### src/rtl/seg7_scan_driver_if.sv
// Bus between a value source and the multiplexed 7-segment scan driver.
`timescale 1ns/1ps
interface seg7_scan_driver_if #(
    parameter int unsigned DIGITS = 4
);
    logic [4*DIGITS-1:0] value_in;
    logic [DIGITS-1:0]   dp_in;
    logic                load;
    logic                pending;
    logic                frame_start;
    logic [6:0]          seg_out;
    logic                dp_out;
    logic [DIGITS-1:0]   digit_sel;

    // Source side: supplies the value and load strobe, observes display status.
    modport master (
        output value_in, dp_in, load,
        input  pending, frame_start, seg_out, dp_out, digit_sel
    );

    // Driver side.
    modport slave (
        input  value_in, dp_in, load,
        output pending, frame_start, seg_out, dp_out, digit_sel
    );
endinterface

### src/rtl/seg7_scan_driver.sv
// Time-multiplexed hex 7-segment driver: prescaled digit scan, per-slot blanking,
// leading-zero suppression and a frame-aligned double buffer for the shown value.
`timescale 1ns/1ps
module seg7_scan_driver #(
    parameter int unsigned DIGITS       = 4,
    parameter int unsigned PRESCALE     = 1024,
    parameter int unsigned BLANK_CYCLES = 16,
    parameter bit          BLANK_LZ     = 1'b1,
    parameter bit          SEG_ACT_LOW  = 1'b0,
    parameter bit          DIG_ACT_LOW  = 1'b0
) (
    input  logic              clk,
    input  logic              rst_n,
    seg7_scan_driver_if.slave bus
);
    localparam int unsigned VAL_W = 4 * DIGITS;
    localparam int unsigned CNT_W = $clog2(PRESCALE);
    localparam int unsigned IDX_W = (DIGITS > 1) ? $clog2(DIGITS) : 1;
    localparam logic [CNT_W-1:0] CNT_LAST = CNT_W'(PRESCALE - 1);
    localparam logic [IDX_W-1:0] IDX_LAST = IDX_W'(DIGITS - 1);

    logic [CNT_W-1:0]  cnt;
    logic [IDX_W-1:0]  idx;
    logic [VAL_W-1:0]  pend_val;
    logic [DIGITS-1:0] pend_dp;
    logic [VAL_W-1:0]  disp_val;
    logic [DIGITS-1:0] disp_dp;
    logic              pend_flag;
    logic              wrap;

    logic [VAL_W-1:0]  upper;
    logic              in_blank;
    logic              suppressed;
    logic [6:0]        seg_raw;
    logic              dp_raw;
    logic [DIGITS-1:0] sel_raw;

    // Active-high segment pattern (gfedcba) for one hex nibble.
    function automatic logic [6:0] decode_hex(input logic [3:0] nib);
        logic [6:0] pat;
        pat = 7'h00;
        case (nib)
            4'h0: pat = 7'h3F;
            4'h1: pat = 7'h06;
            4'h2: pat = 7'h5B;
            4'h3: pat = 7'h4F;
            4'h4: pat = 7'h66;
            4'h5: pat = 7'h6D;
            4'h6: pat = 7'h7D;
            4'h7: pat = 7'h07;
            4'h8: pat = 7'h7F;
            4'h9: pat = 7'h6F;
            4'hA: pat = 7'h77;
            4'hB: pat = 7'h7C;
            4'hC: pat = 7'h39;
            4'hD: pat = 7'h5E;
            4'hE: pat = 7'h79;
            4'hF: pat = 7'h71;
        endcase
        return pat;
    endfunction

    assign wrap = (cnt == CNT_LAST) && (idx == IDX_LAST);

    // Slot prescaler and active-digit index.
    always_ff @(posedge clk) begin
        if (!rst_n) begin
            cnt <= '0;
            idx <= '0;
        end else if (cnt == CNT_LAST) begin
            cnt <= '0;
            idx <= (idx == IDX_LAST) ? '0 : idx + IDX_W'(1);
        end else begin
            cnt <= cnt + CNT_W'(1);
        end
    end

    // Double buffer: a load waits in pend and is promoted only on the frame wrap.
    always_ff @(posedge clk) begin
        if (!rst_n) begin
            pend_val  <= '0;
            pend_dp   <= '0;
            disp_val  <= '0;
            disp_dp   <= '0;
            pend_flag <= 1'b0;
        end else if (wrap && bus.load) begin
            disp_val  <= bus.value_in;
            disp_dp   <= bus.dp_in;
            pend_flag <= 1'b0;
        end else if (wrap && pend_flag) begin
            disp_val  <= pend_val;
            disp_dp   <= pend_dp;
            pend_flag <= 1'b0;
        end else if (bus.load) begin
            pend_val  <= bus.value_in;
            pend_dp   <= bus.dp_in;
            pend_flag <= 1'b1;
        end
    end

    // Decode the active digit; held reset forces every output to its off level.
    always_comb begin
        seg_raw    = 7'h00;
        dp_raw     = 1'b0;
        sel_raw    = '0;
        upper      = disp_val >> {idx, 2'b00};
        in_blank   = (32'(cnt) + 32'd1) <= BLANK_CYCLES;
        suppressed = BLANK_LZ && (idx != '0) && (upper == '0);
        if (rst_n && !in_blank) begin
            sel_raw = DIGITS'(1) << idx;
            seg_raw = suppressed ? 7'h00 : decode_hex(upper[3:0]);
            dp_raw  = disp_dp[idx];
        end
    end

    assign bus.seg_out     = seg_raw ^ {7{SEG_ACT_LOW}};
    assign bus.dp_out      = dp_raw ^ SEG_ACT_LOW;
    assign bus.digit_sel   = sel_raw ^ {DIGITS{DIG_ACT_LOW}};
    assign bus.frame_start = rst_n && wrap;
    assign bus.pending     = pend_flag;
endmodule
### src/flat_wrapper.sv
// flat-port wrapper written by rule: the top's interface ports become plain ports
module seg7_scan_driver_flat 
#(
    parameter int unsigned DIGITS       = 4,
    parameter int unsigned PRESCALE     = 1024,
    parameter int unsigned BLANK_CYCLES = 16,
    parameter bit          BLANK_LZ     = 1'b1,
    parameter bit          SEG_ACT_LOW  = 1'b0,
    parameter bit          DIG_ACT_LOW  = 1'b0
)
  (clk, rst_n, bus_value_in, bus_dp_in, bus_load, bus_pending, bus_frame_start, bus_seg_out, bus_dp_out, bus_digit_sel);
  seg7_scan_driver_if #(.DIGITS(DIGITS)) bus_i ();
  input  logic clk;
  input  logic rst_n;
  input wire logic [$bits(bus_i.value_in)-1:0] bus_value_in;
  input wire logic [$bits(bus_i.dp_in)-1:0] bus_dp_in;
  input wire logic [$bits(bus_i.load)-1:0] bus_load;
  output wire logic [$bits(bus_i.pending)-1:0] bus_pending;
  output wire logic [$bits(bus_i.frame_start)-1:0] bus_frame_start;
  output wire logic [$bits(bus_i.seg_out)-1:0] bus_seg_out;
  output wire logic [$bits(bus_i.dp_out)-1:0] bus_dp_out;
  output wire logic [$bits(bus_i.digit_sel)-1:0] bus_digit_sel;
  assign bus_i.value_in = bus_value_in;
  assign bus_i.dp_in = bus_dp_in;
  assign bus_i.load = bus_load;
  assign bus_pending = bus_i.pending;
  assign bus_frame_start = bus_i.frame_start;
  assign bus_seg_out = bus_i.seg_out;
  assign bus_dp_out = bus_i.dp_out;
  assign bus_digit_sel = bus_i.digit_sel;
  seg7_scan_driver #(.DIGITS(DIGITS), .PRESCALE(PRESCALE), .BLANK_CYCLES(BLANK_CYCLES), .BLANK_LZ(BLANK_LZ), .SEG_ACT_LOW(SEG_ACT_LOW), .DIG_ACT_LOW(DIG_ACT_LOW)) u_core (.clk(clk), .rst_n(rst_n), .bus(bus_i));
endmodule
### config.mk
export PLATFORM = sky130hd
export DESIGN_NAME = seg7_scan_driver_flat
export DESIGN_NICKNAME = d
export VERILOG_FILES = /design/src/rtl/seg7_scan_driver_if.sv /design/src/rtl/seg7_scan_driver.sv /design/src/flat_wrapper.sv
export SDC_FILE = /design/constraint.sdc
export NUM_CORES = 1
export LEC_CHECK = 0
export ABC_CLOCK_PERIOD_IN_PS = 2700
export CAP_MARGIN = 20
export CORE_MARGIN = 10
export CORE_UTILIZATION = 49
export CTS_CLUSTER_SIZE = 14
export DETAILED_ROUTE_END_ITERATION = 16
export PLACE_DENSITY = 0.75
export SKIP_LAST_GASP = 1
export SYNTH_ARGS = -nofsm -noshare
export SYNTH_HDL_FRONTEND = slang
export SYNTH_SLANG_ARGS = --single-unit
### constraint.sdc
create_clock -name clk -period 2.7 [get_ports clk]
set_input_delay 0.27 -clock clk [delete_from_list [all_inputs] [get_ports clk]]
set_output_delay 0.27 -clock clk [all_outputs]
set_load 0.02 [all_outputs]
==> metrics, run 1 <==
Switching Fraction 22.2%; FF-to-FF End u_core.pend_val[4]$_SDFFE_PN0P_; Sequential Power Share 53.9%; Worst-Margin Slew 0.459 ns; CTS tree done; CP Class flip-flop to output port; Fill cells 444; final WL 6.48 mm; ratio of final minimum period to clock period 103%; DR vias/cell 5.30; Die Width 94.3 µm; reg2reg start u_core.cnt[2]$_SDFF_PP0_; Post-synth top flop dfxtp_1; final hold vios 0; final setup margin -0.0836 ns; Ys Warns 0; CP required 2.43 ns; largest delay contributor family on the critical path multiplexers; Worst-path clk slew 0.09 ns; EDFF count, synth 0; Slowest-stage cell, CP mux4_2; Synth Register Bits 53; Pwr Density 427 mW/mm²; initial antenna violation count 0; dominant cell type by area after synthesis dfxtp_1; post-synthesis sequential area ratio 39.3%; first-pass GRT wire length 10.7 mm; status finished, violations left; core area 0.00524 mm²; startpoint types flip-flop; Tot GR Track Use 14.7%; IO Port Bufs 36; Sw Pwr 0.000335 W; peak supply drop 0.000412 V; Syn Area/Cell 8.58 µm²; row count 26; Detailed Place HPWL 4.83 mm; Vias 2,359; Chip Height 94.3 µm; hold_buf cts 0; dominant cells by area after synthesis dfxtp_1, nand2_1, mux2i_1, mux4_2, a21oi_1; most frequent cells after synthesis nand2_1, dfxtp_1, a21oi_1; Distinct cells, synth 38; DP Area 0.00331 mm²; GPL Wtd Cong 0.842; CTS Buf Count 5; final core utilization 67.4%; highest clock rate 0.359 GHz; slowest stage delay, CP 0.51 ns; Synth Instances 315; clk sink count 53; share of layout cells above drive strength 1 21.6%; drt pass-1 iters 4; final cell area excluding filler cells 0.00353 mm²; met2 Track Usage GR 25.5%; # DRC 0; antenna-violating nets left 0; GR Layer Usage met3 3.60%; Clock Skew 0.00740 ns; # Max-Cap Violations 0; Area growth syn-to-layout 30.7%; # IOs 37; Post-Synthesis Net Count 348; relative slew slack 69.3%; Comb pwr share 9.0%; Max Buffers Root-to-Sink 2; Worst EP arrival 2.51 ns; Die Area 0.00889 mm²; FF-to-FF path depth 7; Final Max Slew Viols 0; most common cell in the netlist nand2_1; hold path depth 1; Max Fanout on Critical Path 7; Worst Hold End u_core.cnt[0]$_SDFF_PP0_; Skew-Pair Late Insertion Delay 0.31 ns; RSZ-0062 raised after global routing true; Bufs and invs on worst path 2; critical path endpoint category output port; clock tree root buffer cell clkbuf_8; Synth async-reset ratio 0%; failing checks setup timing; met1 Resource Use GR 17.4%; flop-to-flop setup slack 0.77 ns; diode count 0; clock network fraction of design power 37.1%; initial DRC count 153; min Tclk post-route 2.78 ns; drt wl/cell 14.6 µm; Initial Util 51.6%; Cell Chain, Critical Path mux4_2, inv_2, ha_4, or4b_4, a211oi_4, a311oi_4, o221a_1, buf_6; hold_sp u_core.cnt[0]$_SDFF_PP0_; largest net degree at the start of global routing 25; nets 407; leak pwr 1.41 nW; vias in the first global route 2,356; worst min path class flip-flop to flip-flop; top cell type's share of synthesized area 39.3%; H-tree level count 2; GR peak layer met2; final global-route overflow total 0; internal power 0.00117 W; final count of negative-setup-slack endpoints 7; mapped cell area 0.00270 mm²
[worst register-to-register path: stages (launching register included)]
cell,delay (ns)
dfxtp_1,0.43
buf_4,0.16
nand4_1,0.14
nor3_2,0.24
buf_4,0.20
a21bo_2,0.40
nand2_1,0.12
a21oi_1,0.17
[stage by stage]
stage	TNS, ns	instances	hold WS, ns	total power (W)	worst slack, ns
5_1_grt	-1.02	445	0.451	0.00157	-0.159
6_report	-0.534	445	0.428	0.00151	-0.0836
4_1_cts	-0.971	444	0.459	0.00152	-0.147
3_5_place_dp	-2.92	433	0.444	0.000968	-0.441
2_1_floorplan	-0.112	315	0.386	0.000905	-0.0200
3_3_place_gp	-2.34	433	0.432	0.000963	-0.360
[how the worst max path moves through the flow]
stage / depth (start not counted) / from / slack, ns / endpoint
after detailed placement: 8 / u_core.idx[0]$_SDFFE_PN0N_ / -0.44 / bus_seg_out[3]
after global routing: 8 / u_core.idx[0]$_SDFFE_PN0N_ / -0.16 / bus_seg_out[1]
after CTS: 8 / u_core.idx[0]$_SDFFE_PN0N_ / -0.15 / bus_seg_out[3]
final: 8 / u_core.idx[0]$_SDFFE_PN0N_ / -0.08 / bus_seg_out[1]
after floorplan: 8 / u_core.idx[0]$_SDFFE_PN0N_ / -0.02 / bus_seg_out[3]
after global placement: 8 / u_core.idx[0]$_SDFFE_PN0N_ / -0.36 / bus_seg_out[3]
[final cells by class]
cell class	count	area (µm²)	area share (%)
Tap cell	70	87.6	2.48
Multi-Input combinational cell	233	1590	45.1
Inverter	9	33.8	0.956
Clock buffer	7	86.3	2.44
Clock inverter	1	30.0	0.850
Timing Repair Buffer	72	634	18.0
Sequential cell	53	1070	30.2
[cell usage in the layout, fill, tap and decap left out, types with 2 or more instances in the layout]
master and instances:
buf_6 7, nand2_1 71, xor2_1 5, o21ai_0 23
nor4_1 3, and3_1 6, inv_2 2, o221a_1 5
mux2i_1 22, mux4_2 6, xnor2_1 3, nand4_1 5
a21oi_1 26, nand2b_1 2, buf_4 36, nor2_1 18
clkdlybuf4s50_1 24, clkdlybuf4s15_1 4, or2_2 2, nand3_2 2
clkbuf_8 6, nand3_1 3, ha_1 8, dfxtp_1 51
a211oi_4 2, inv_1 7
[power groups by stage]
stage	Clock (W)	Sequential, W	Combinational, W
6_report	0.000559	0.000813	0.000135
5_1_grt	0.000601	0.000816	0.000150
4_1_cts	0.000567	0.000814	0.000137
3_5_place_dp	0	0.000832	0.000136
3_3_place_gp	0	0.000831	0.000132
2_1_floorplan	0	0.000830	0.0000749
[timing repair]
action | CTS | global route
endpoints found under the setup margin | 12 | 12
hold endpoints to repair | 0 | 0
buffers inserted | 3 | 1
pin swaps | 4 | 3
resized for setup | 58 | 13
[metal layers]
metal / vias to the layer above / share of wire, %
li1: 1203 / -
met1: 1084 / 46
met2: 64 / 48
met3: 8 / 4.7
met4: 0 / 1.3
met5: - / 0
[logic make-up after synthesis]
kind of cell               share of synthesized area, %
and+or+nand+nor                                    20.2
xor gates and xnor gates                           2.59
muxes                                              13.5
adders and majority gates                          4.63
DFF                                                39.3
buffers and inverters                              4.54
AOI/OAI and AO/OA                                  15.3
[flip-flops by register name, summed over array words and instances (netlist names)]
name / cells
u_core.bus.pending: 1
u_core.disp_dp: 4
u_core.pend_val: 16
u_core.idx: 2
u_core.disp_val: 16
u_core.cnt: 10
u_core.pend_dp: 4
Note: power is estimated with default switching activity, not from simulation.
==> inputs of run 2 (changes only) <==
SKIP_LAST_GASP = not set   (was 1)
==> results of run 2 <==
The final DEF is identical to that of run 1; final timing and power are the same.
Main changes from that run: number of gates resized after CTS 58 -> 60
